**src/rtl/rest4_serie.sv**
```systemverilog
// rest4_serie: bit-serial subtractor, D = A - B - b_in, one bit per cycle, LSB first.
// Latency WIDTH cycles from accept to the done pulse; one operation per WIDTH+1 cycles.
// A start while busy is dropped (no queuing); the result and flags hold between completions.
//
// Ports:
//   clk, reset         rising-edge clock, synchronous active-high reset
//   start, A, B, b_in  request and operands, sampled on the accepting edge
//   busy, done         busy while bits are being processed, done is a one-cycle pulse
//   D, b_out, ovf, zero  registered difference, final borrow, signed overflow, D==0
module rest4_serie #(
   parameter int WIDTH = 4
) (
   input  logic             clk,
   input  logic             reset,
   input  logic             start,
   input  logic [WIDTH-1:0] A,
   input  logic [WIDTH-1:0] B,
   input  logic             b_in,
   output logic             busy,
   output logic             done,
   output logic [WIDTH-1:0] D,
   output logic             b_out,
   output logic             ovf,
   output logic             zero
);

   localparam int CW = (WIDTH > 1) ? $clog2(WIDTH) : 1;
   localparam logic [CW-1:0] LAST = CW'(WIDTH - 1);

   localparam logic [1:0] S_IDLE = 2'd0;
   localparam logic [1:0] S_BUSY = 2'd1;
   localparam logic [1:0] S_DONE = 2'd2;

   logic [1:0]       state;
   logic [WIDTH-1:0] sh_a;
   logic [WIDTH-1:0] sh_b;
   logic [WIDTH-1:0] res;
   logic             br;
   logic [CW-1:0]    cnt;
   logic             a_msb;
   logic             b_msb;

   // single full-subtractor cell on the LSBs of the shift registers
   logic             a_bit;
   logic             b_bit;
   logic             d_bit;
   logic             br_nxt;
   logic [WIDTH-1:0] res_nxt;
   logic             accept;

   always_comb begin
      a_bit   = sh_a[0];
      b_bit   = sh_b[0];
      d_bit   = a_bit ^ b_bit ^ br;
      br_nxt  = (~a_bit & b_bit) | (~(a_bit ^ b_bit) & br);
      // new bit enters at the MSB; after WIDTH shifts bit 0 lands at position 0
      res_nxt = {d_bit, res[WIDTH-1:1]};
   end

   // The closing edge of the DONE cycle is the first IDLE sampling point, so a
   // held start is taken there; this gives the WIDTH+1 cycle throughput.
   assign accept = start && (state == S_IDLE || state == S_DONE);

   assign busy = (state == S_BUSY);
   assign done = (state == S_DONE);

   always_ff @(posedge clk) begin
      if (reset) begin
         state <= S_IDLE;
         sh_a  <= '0;
         sh_b  <= '0;
         res   <= '0;
         br    <= 1'b0;
         cnt   <= '0;
         a_msb <= 1'b0;
         b_msb <= 1'b0;
         D     <= '0;
         b_out <= 1'b0;
         ovf   <= 1'b0;
         zero  <= 1'b0;
      end else begin
         case (state)
            S_IDLE, S_DONE: begin
               if (accept) begin
                  sh_a  <= A;
                  sh_b  <= B;
                  br    <= b_in;
                  cnt   <= '0;
                  a_msb <= A[WIDTH-1];
                  b_msb <= B[WIDTH-1];
                  state <= S_BUSY;
               end else begin
                  state <= S_IDLE;
               end
            end
            S_BUSY: begin
               sh_a <= sh_a >> 1;
               sh_b <= sh_b >> 1;
               res  <= res_nxt;
               br   <= br_nxt;
               if (cnt == LAST) begin
                  // counter holds at its last value instead of wrapping
                  state <= S_DONE;
                  D     <= res_nxt;
                  b_out <= br_nxt;
                  ovf   <= (a_msb ^ b_msb) & (res_nxt[WIDTH-1] ^ a_msb);
                  zero  <= (res_nxt == '0);
               end else begin
                  cnt <= cnt + CW'(1);
               end
            end
            default: state <= S_IDLE;
         endcase
      end
   end

endmodule

```
**config.mk**
```make
export PLATFORM = sky130hd
export DESIGN_NAME = rest4_serie
export DESIGN_NICKNAME = d
export VERILOG_FILES = /design/src/rtl/rest4_serie.sv
export SDC_FILE = /design/constraint.sdc
export NUM_CORES = 1
export LEC_CHECK = 0
export ABC_CLOCK_PERIOD_IN_PS = 1720
export BUFFER_PORTS_ARGS = -buffer_cell sky130_fd_sc_hd__buf_4
export CORE_MARGIN = 2
export CORE_UTILIZATION = 52
export DETAILED_ROUTE_END_ITERATION = 7
export PLACE_DENSITY_LB_ADDON = 0.05
export SETUP_SLACK_MARGIN = 0.1
export SLEW_MARGIN = 10
export SYNTH_ARGS = -nofsm -noshare
export SYNTH_HDL_FRONTEND = slang
export SYNTH_SLANG_ARGS = --single-unit
```
**constraint.sdc**
```tcl
create_clock -name clk -period 1.72 [get_ports clk]
set_clock_uncertainty 0.1 [all_clocks]
set_input_delay 0.344 -clock clk [delete_from_list [all_inputs] [get_ports clk]]
set_output_delay 0.344 -clock clk [all_outputs]
set_load 0.01 [all_outputs]
```
==> out/results.txt, run 1 <==
multiplexer area fraction after synthesis -> 0
peak supply drop -> 0.5417 mV
Psw -> 0.2847 mW
run status -> finished, final reports clean
CTS sink cnt -> 25
Routed Wire Length -> 2007 µm
setup TNS -> 0 ns
Die Height -> 48.83 µm
Final Max Slew Viols -> 0
worst-skew pair later-pin latency -> 0.32 ns
synthesis warning total -> 0
Mapped Cells -> 122
GRT Resource Usage Total -> 0.1847
Layout area overhead -> 19.16%
Max Root-Sink Buffers -> 2
Mapped Nets -> 136
IO Pins -> 21
synthesis-stage register bit count -> 25
number of global-route vias before repair -> 834
gpl congestion -> 0.7361
multi-input logic area -> 490.5 µm²
Post-synth EDFFs -> 0
main combinational cell family by area after synthesis -> simple AND/OR/NAND/NOR gates
Final Cycle Share -> 0.9142
clock root buffer -> clkbuf_4
Compound-Gate Fraction of Synth Area -> 0.1880
Core ar. -> 0.001922 mm²
Sw Ratio -> 0.2686
Netlist cell types -> 26
Worst Path Max Fanout -> 6
WP data required -> 1.28 ns
layout cells sized above 1 -> 0.2535
met3 usage -> 0.03067
Worst Max-Slew Pin Slew -> 0.2867 ns
die width -> 48.83 µm
first-pass GRT wire length -> 3463 µm
Gate power share -> 0.156
data arrival time of the critical path -> 1.13 ns
Fillers -> 186
RSZ-0062 raised after global routing -> yes
fin cells -> 169
f_max -> 636.0 MHz
DR pass1 iterations -> 4
DIE AREA -> 0.002384 mm²
DR iter-0 viols -> 8
# setup viols final -> 0
Residual DRC -> 0
simple logic cell fraction of the synthesized area -> 0.2443
Reg area -> 501.7 µm²
antenna violations before repair -> 0
Worst Hold Class -> in2reg
endpoints failing hold -> 0
total placed cells including tap cells -> 163
Top FF cell, synth -> dfxtp_1
port bufs -> 20
max_cap viols -> 0
synthesized cell area -> 0.001045 mm²
grt ovf -> 0
Pint -> 0.7755 mW
row cnt -> 16
Via Count -> 907
final net count -> 157
cts bufs inserted -> 3
drt wl/cell -> 11.88 µm
dpl hpwl -> 1403 µm
pin count of the biggest net entering global routing -> 26
XOR/XNOR share of the synthesized area -> 0
met1 GRT Util -> 0.2198
level count of the clock H-tree -> 1
DR vias/cell -> 5.367
ant diodes -> 0
Antenna Nets Post-Route -> 0
global routing usage on met2 -> 0.3311
CTS tree -> yes
sequential power share -> 0.594
clock slew at reported path FFs -> 0.14 ns
Leakage -> 0.4914 nW
startpoint types -> flip-flop
Relative slew margins -> 0.8083
Clk network pwr share -> 0.250
post-synthesis adder-cell area fraction -> 0.03114
Worst Setup End Kind -> primary output
overall power -> 1.060 mW
PwrDens -> 851.6 mW/mm²
Fin Hold WS -> 0.1916 ns
Synth async-reset ratio -> 0
register area share after synthesis -> 0.4790
path type of the worst setup path -> reg2out
syn_area_per_cell -> 8.564 µm²
starting density of the core -> 0.5436
GRT busiest layer -> met2
Final min period -> 1.572 ns
[sequential cells by signal, indices dropped and copies added, names as in the netlist]
name	count
D	4
a_msb	1
b_msb	1
b_out	1
br	1
cnt	2
ovf	1
res	3
sh_a	4
sh_b	4
state	2
zero	1
[layer usage]
layer / up-vias / share of wire
li1: 458 / -
met1: 427 / 0.44
met2: 20 / 0.51
met3: 2 / 0.041
met4: 0 / 0.0075
met5: - / 0
[metrics by stage]
| stage | utilization | setup WS (ns) | cell area, µm² |
|---|---|---|---|
| after floorplan | - | 0.2387 | 1045 |
| after global placement | 0.6217 | 0.1853 | 1195 |
| after detailed placement | 0.6217 | 0.1325 | 1195 |
| after CTS | 0.6367 | 0.1021 | 1224 |
| after global routing | 0.6478 | 0.04672 | 1245 |
| final | 0.6478 | 0.1477 | 1245 |
[cell usage after synthesis (2+ instances only)]
library cell	n	area share
clkbuf_1	2	0.0072
nor2b_1	2	0.012
nand3b_1	3	0.022
nand2_1	32	0.11
buf_4	2	0.014
o211ai_1	2	0.014
dfxtp_1	25	0.48
a311oi_1	4	0.034
buf_2	3	0.014
inv_1	3	0.011
nand3_1	3	0.014
a21oi_1	16	0.077
nor2_1	11	0.040
a311oi_2	2	0.029
[path summary, 6_finish.rpt]
check                           startpoint  depth (start not counted)       to  slack, ns
worst max-delay path              state[1]                          3     busy       0.15
worst min-delay path                  B[3]                          3  sh_b[3]       0.19
worst min register to register        zero                          2     zero       0.36
worst max register to register     sh_b[0]                          5     zero       0.15
[power by group through the flow]
stage          Combinational (mW)  Clock (mW)  Sequential (mW)
2_1_floorplan               0.116           0            0.637
3_3_place_gp                0.152           0            0.640
3_5_place_dp                0.156           0            0.642
4_1_cts                     0.157       0.269            0.629
5_1_grt                     0.189       0.288            0.634
6_report                    0.165       0.265            0.630
[placed cells by master (no fill, tap or decap), types with 2 or more instances in the layout]
cell type / netlist / routed
a21oi_1: 16 / 16
a311oi_1: 4 / 4
nand3_1: 3 / 3
inv_1: 3 / 2
buf_4: 2 / 24
a311oi_2: 2 / 2
nand2_1: 32 / 32
nand3b_1: 3 / 3
clkbuf_4: 0 / 3
dfxtp_1: 25 / 24
nor2_1: 11 / 11
o211ai_1: 2 / 2
nor2b_1: 2 / 2
[timing repair]
item | CTS | global route
gates resized for setup | 2 | 1
pin swaps | 0 | 0
setup endpoints to repair | 1 | 2
hold buffers | 0 | 0
buffers inserted | 0 | 2
[worst max-delay path, cell delays in order, from the launching register on]
cell      delay (ns)
dfxtp_1         0.35
nand2b_2        0.23
inv_2           0.10
buf_4           0.12
[cell type report]
cell class	count	share of cell area
Sequential cell	25	0.4030
Multi-Input combinational cell	86	0.3940
Timing Repair Buffer	24	0.1447
Tap cell	27	0.02714
Clock buffer	3	0.01809
Inverter	3	0.009045
Clock inverter	1	0.004020
[cells by family (layout without fill, tap and decap cells)]
family,Yosys count,in the layout
compound gates,28,28
fa+ha+maj,2,2
buf+inv,11,31
flops,25,25
simple gates,56,56
No activity file was read; power rests on OpenSTA's default activity.
==> run 2, diff against run 1 <==
- BUFFER_PORTS_ARGS: -buffer_cell sky130_fd_sc_hd__buf_4 -> -buffer_cell sky130_fd_sc_hd__buf_2
==> out/results.txt, run 2 (synthesis gave the netlist of run 1 again) <==
commonest non-fill, non-tap cell in the layout -> nand2_1
IO Pins -> 21
WP data required -> 1.89 ns
Via Count -> 895
clock slew at reported path FFs -> 0.15 ns
r2r endpoint -> zero
Reg2Reg Launch Point -> sh_b[0]
DR pass1 iterations -> 5
R2R setup slack -> 0.13 ns
Leakage -> 0.4698 nW
Gate power share -> 0.146
endpoints failing hold -> 0
DR iter-0 viols -> 13
max_cap viols -> 0
port bufs -> 20
layout cells sized above 1 -> 0.2429
f_max -> 630.9 MHz
grt ovf -> 0
worst setup margin -> 0.1349 ns
run status -> finished, final reports clean
Max Root-Sink Buffers -> 2
DIE AREA -> 0.002384 mm²
level count of the clock H-tree -> 1
Pint -> 0.7662 mW
post-cts sizing count -> 2
R2R depth -> 5
Clk network pwr share -> 0.259
starting density of the core -> 0.5436
ant diodes -> 0
Antenna Nets Post-Route -> 0
HP Start -> B[0]
dpl hpwl -> 1387 µm
Core ar. -> 0.001922 mm²
Fin Hold WS -> 0.1557 ns
Worst Setup End Kind -> flip-flop
antenna violations before repair -> 0
PwrDens -> 891.7 mW/mm²
Worst Hold Class -> in2reg
pin count of the biggest net entering global routing -> 26
Final min period -> 1.585 ns
fin cells -> 167
die width -> 48.83 µm
Relative slew margins -> 0.6898
first-pass GRT wire length -> 3256 µm
startpoint types -> flip-flop
Worst Path Max Fanout -> 5
CTS tree -> yes
overall power -> 1.059 mW
DR vias/cell -> 5.359
Worst Max-Slew Pin Slew -> 0.4654 ns
Post-CTS Setup Bufs -> 0
Cell Area, Placed -> 0.001145 mm²
cts bufs inserted -> 3
total placed cells including tap cells -> 163
row cnt -> 16
Final Cycle Share -> 0.9216
# setup viols final -> 0
Final Util -> 0.6178
hold endpoint -> sh_b[0]
drt wl/cell -> 12.04 µm
path type of the worst setup path -> reg2reg
most frequent cells in the layout -> 32 x nand2_1, 24 x dfxtp_1, 20 x buf_2
clock root buffer -> clkbuf_4
Die Height -> 48.83 µm
Residual DRC -> 0
CTS hold repair buffers -> 0
number of global-route vias before repair -> 789
Final Max Slew Viols -> 0
peak supply drop -> 0.4987 mV
Layout area overhead -> 13.65%
data arrival time of the critical path -> 1.76 ns
final net count -> 155
Hold Path Cell Cnt -> 3
setup TNS -> 0 ns
worst-skew pair later-pin latency -> 0.33 ns
post-place setup slack -> 0.1542 ns
GRT Resource Usage Total -> 0.1787
sequential power share -> 0.595
Largest regs -> D (4), sh_a (4), sh_b (4)
RSZ-0062 raised after global routing -> yes
gpl congestion -> 0.6943
fin area -> 0.001187 mm²
Sw Ratio -> 0.2764
Routed Wire Length -> 2011 µm
CTS sink cnt -> 25
Psw -> 0.2927 mW
-- run 2: cell types whose count changed in the layout (fill, tap and decap cells not counted) --
cell,before,now
nand2b_4,1,2
buf_2,0,20
nand2b_2,1,0
clkinvlp_4,0,1
clkinv_2,1,0
buf_4,24,2
-- run 2: worst max-delay path by stage --
stage	startpoint	to	slack, ns	depth (start not counted)
after floorplan	sh_b[0]	zero	0.24	5
after global placement	sh_b[0]	zero	0.18	5
after detailed placement	sh_b[0]	zero	0.15	5
after CTS	state[1]	busy	0.10	3
after global routing	sh_b[0]	zero	0.06	5
final	sh_b[0]	zero	0.13	5
-- run 2: final cells by class --
cell class                      count  area [µm²]
Clock buffer                        3       22.52
Clock inverter                      1       7.507
Fill cell                         186       734.5
Inverter                            3       11.26
Multi-Input combinational cell     86       495.5
Sequential cell                    25       501.7
Tap cell                           27       33.78
Timing Repair Buffer               22       115.1
-- run 2: power by group through the flow --
| stage | clock network [mW] | registers, mW | logic [mW] |
|---|---|---|---|
| 6_report | 0.274 | 0.630 | 0.154 |
| 5_1_grt | 0.300 | 0.634 | 0.172 |
| 4_1_cts | 0.284 | 0.629 | 0.151 |
| 3_5_place_dp | 0 | 0.641 | 0.149 |
| 3_3_place_gp | 0 | 0.640 | 0.144 |
| 2_1_floorplan | 0 | 0.637 | 0.116 |
-- run 2: critical path, cell delays in order, from the launching register on --
cell     delay [ns]
dfxtp_1        0.36
inv_1          0.05
fa_1           0.54
nor4_2         0.27
nand2_1        0.08
a21oi_1        0.14
-- run 2: layer usage --
| metal | share of wire | GRT usage | vias up | wire [µm] |
|---|---|---|---|---|
| li1 | - | - | 452 | - |
| met5 | 0 | 0 | - | 0 |
| met4 | 0.027 | 0.1143 | 0 | 54 |
| met1 | 0.45 | 0.1976 | 415 | 913 |
| met3 | 0.036 | 0.02147 | 5 | 73 |
| met2 | 0.48 | 0.3219 | 23 | 970 |
==> run 3, diff against run 2 <==
- CORE_UTILIZATION: 52 -> 55
- CTS_BUF_LIST: not set -> sky130_fd_sc_hd__clkbuf_8
==> out/results.txt, run 3 (synthesis gave the netlist of run 1 again) <==
Psw -> 0.2997 mW
Final Max Slew Viols -> 0
Antenna Nets Post-Route -> 0
data arrival time of the critical path -> 1.58 ns
clock slew at reported path FFs -> 0.09 ns
DIE AREA -> 0.002264 mm²
dpl hpwl -> 1411 µm
worst setup margin -> 0.1884 ns
Final Util -> 0.6837
DR pass1 iterations -> 4
Worst Setup End Kind -> flip-flop
multi-input logic area -> 501.7 µm²
Relative slew margins -> 0.6820
RSZ-0062 raised after global routing -> no
Post-CTS Setup Bufs -> 0
fin cells -> 165
Clk network pwr share -> 0.303
Worst Hold Class -> in2reg
Largest regs -> D (4), sh_a (4), sh_b (4)
GRT Resource Usage Total -> 0.2214
DR top layer -> met4
path type of the worst setup path -> reg2reg
CTS hold repair buffers -> 0
endpoints failing hold -> 0
Routed Wire Length -> 2136 µm
port bufs -> 20
Max Root-Sink Buffers -> 2
Pint -> 0.8396 mW
met3 wire length -> 111 µm
CP delay by family, top -> adder cells
Via Count -> 894
Fillers -> 174
DR vias/cell -> 5.418
Reg area -> 501.7 µm²
WP data required -> 1.76 ns
f_max -> 652.9 MHz
total placed cells including tap cells -> 161
max_cap viols -> 0
met2 WL post-DR -> 1005 µm
cts bufs inserted -> 3
PwrDens -> 944.6 mW/mm²
worst-skew pair later-pin latency -> 0.27 ns
Buf/Inv on CP -> 1
DR iter-0 viols -> 15
slowest cell delay on critical path -> 0.60 ns
Layout area overhead -> 15.45%
Die Height -> 47.59 µm
commonest non-fill, non-tap cell in the layout -> nand2_1
Worst Max-Slew Pin Slew -> 0.4770 ns
number of global-route vias before repair -> 784
CTS tree -> yes
IO Pins -> 21
startpoint types -> flip-flop
antenna violations before repair -> 0
starting density of the core -> 0.5922
met1 WL -> 969 µm
# setup viols final -> 0
level count of the clock H-tree -> 1
Final min period -> 1.532 ns
Sw Ratio -> 0.2630
CTS sink cnt -> 25
Residual DRC -> 0
Worst Path Max Fanout -> 5
Final Cycle Share -> 0.8904
peak supply drop -> 0.7709 mV
first-pass GRT wire length -> 3346 µm
drt wl/cell -> 12.95 µm
critical path cell sequence -> inv_1 > fa_2 > nor2_1 > a21oi_1 > a211oi_2
layout cells sized above 1 -> 0.2429
run status -> finished, final reports clean
row cnt -> 15
gpl congestion -> 0.7769
R2R depth -> 5
sequential power share -> 0.553
Leakage -> 0.4850 nW
most frequent cells in the layout -> 32 x nand2_1, 24 x dfxtp_1, 20 x buf_2
Hold Path Cell Cnt -> 3
die width -> 47.59 µm
grt ovf -> 0
Gate power share -> 0.144
post-place setup slack -> 0.1108 ns
ant diodes -> 0
Core ar. -> 0.001764 mm²
pin count of the biggest net entering global routing -> 26
Critical Path Stages -> 5
setup TNS -> 0 ns
slowest cell on the critical path -> fa_2
clock root buffer -> clkbuf_8
final net count -> 155
[run 3: cell types whose count changed in the layout (fill, tap and decap cells not counted), sizes merged]
| cell | previous run | this run |
|---|---|---|
| clkinvlp | 1 | 0 |
| inv | 3 | 4 |
[run 3: final cells by class]
class	instances	area share
Clock inverter	1	0.003112
Clock buffer	3	0.03423
Sequential cell	25	0.4160
Inverter	3	0.009336
Multi-Input combinational cell	86	0.4160
Tap cell	25	0.02593
Timing Repair Buffer	22	0.09544
[run 3: path summary, 6_finish.rpt]
check / start / end / slack, ns
worst max-delay path: sh_b[0] / ovf / 0.19
worst min-delay path: A[2] / sh_a[2] / 0.23
worst max register to register: sh_b[0] / ovf / 0.19
worst min register to register: D[2] / D[2] / 0.36
[run 3: worst min-delay path, cell delays in order]
cell and delay (ns):
buf_2 0.09, nand2_1 0.04, a311oi_1 0.07
[run 3: metrics by stage]
step	cell area [µm²]	hold slack, ns	total power [mW]
global route	1206	0.2630	1.186
floorplan	1045	0.3445	0.7528
CTS	1194	0.2243	1.136
detailed placement	1142	0.3519	0.7902
global placement	1142	0.3394	0.7846
finish	1206	0.2280	1.139
[run 3: power by group through the flow]
stage          clock network (mW)  logic, mW  registers (mW)
2_1_floorplan                   0      0.116           0.637
3_3_place_gp                    0      0.144           0.640
3_5_place_dp                    0      0.148           0.642
4_1_cts                     0.354      0.154           0.629
5_1_grt                     0.367      0.184           0.634
6_report                    0.345      0.164           0.630
[run 3: timing repair]
item,CTS,global route
setup endpoints to repair,1,3
resized for setup,1,4
endpoints found under the hold margin,0,0
pin swaps,0,3
[run 3: per-layer routing]
layer | vias up | GRT usage
li1 | 450 | -
met1 | 416 | 0.2648
met2 | 23 | 0.3757
met3 | 5 | 0.04528
met4 | 0 | 0.1135
met5 | - | 0
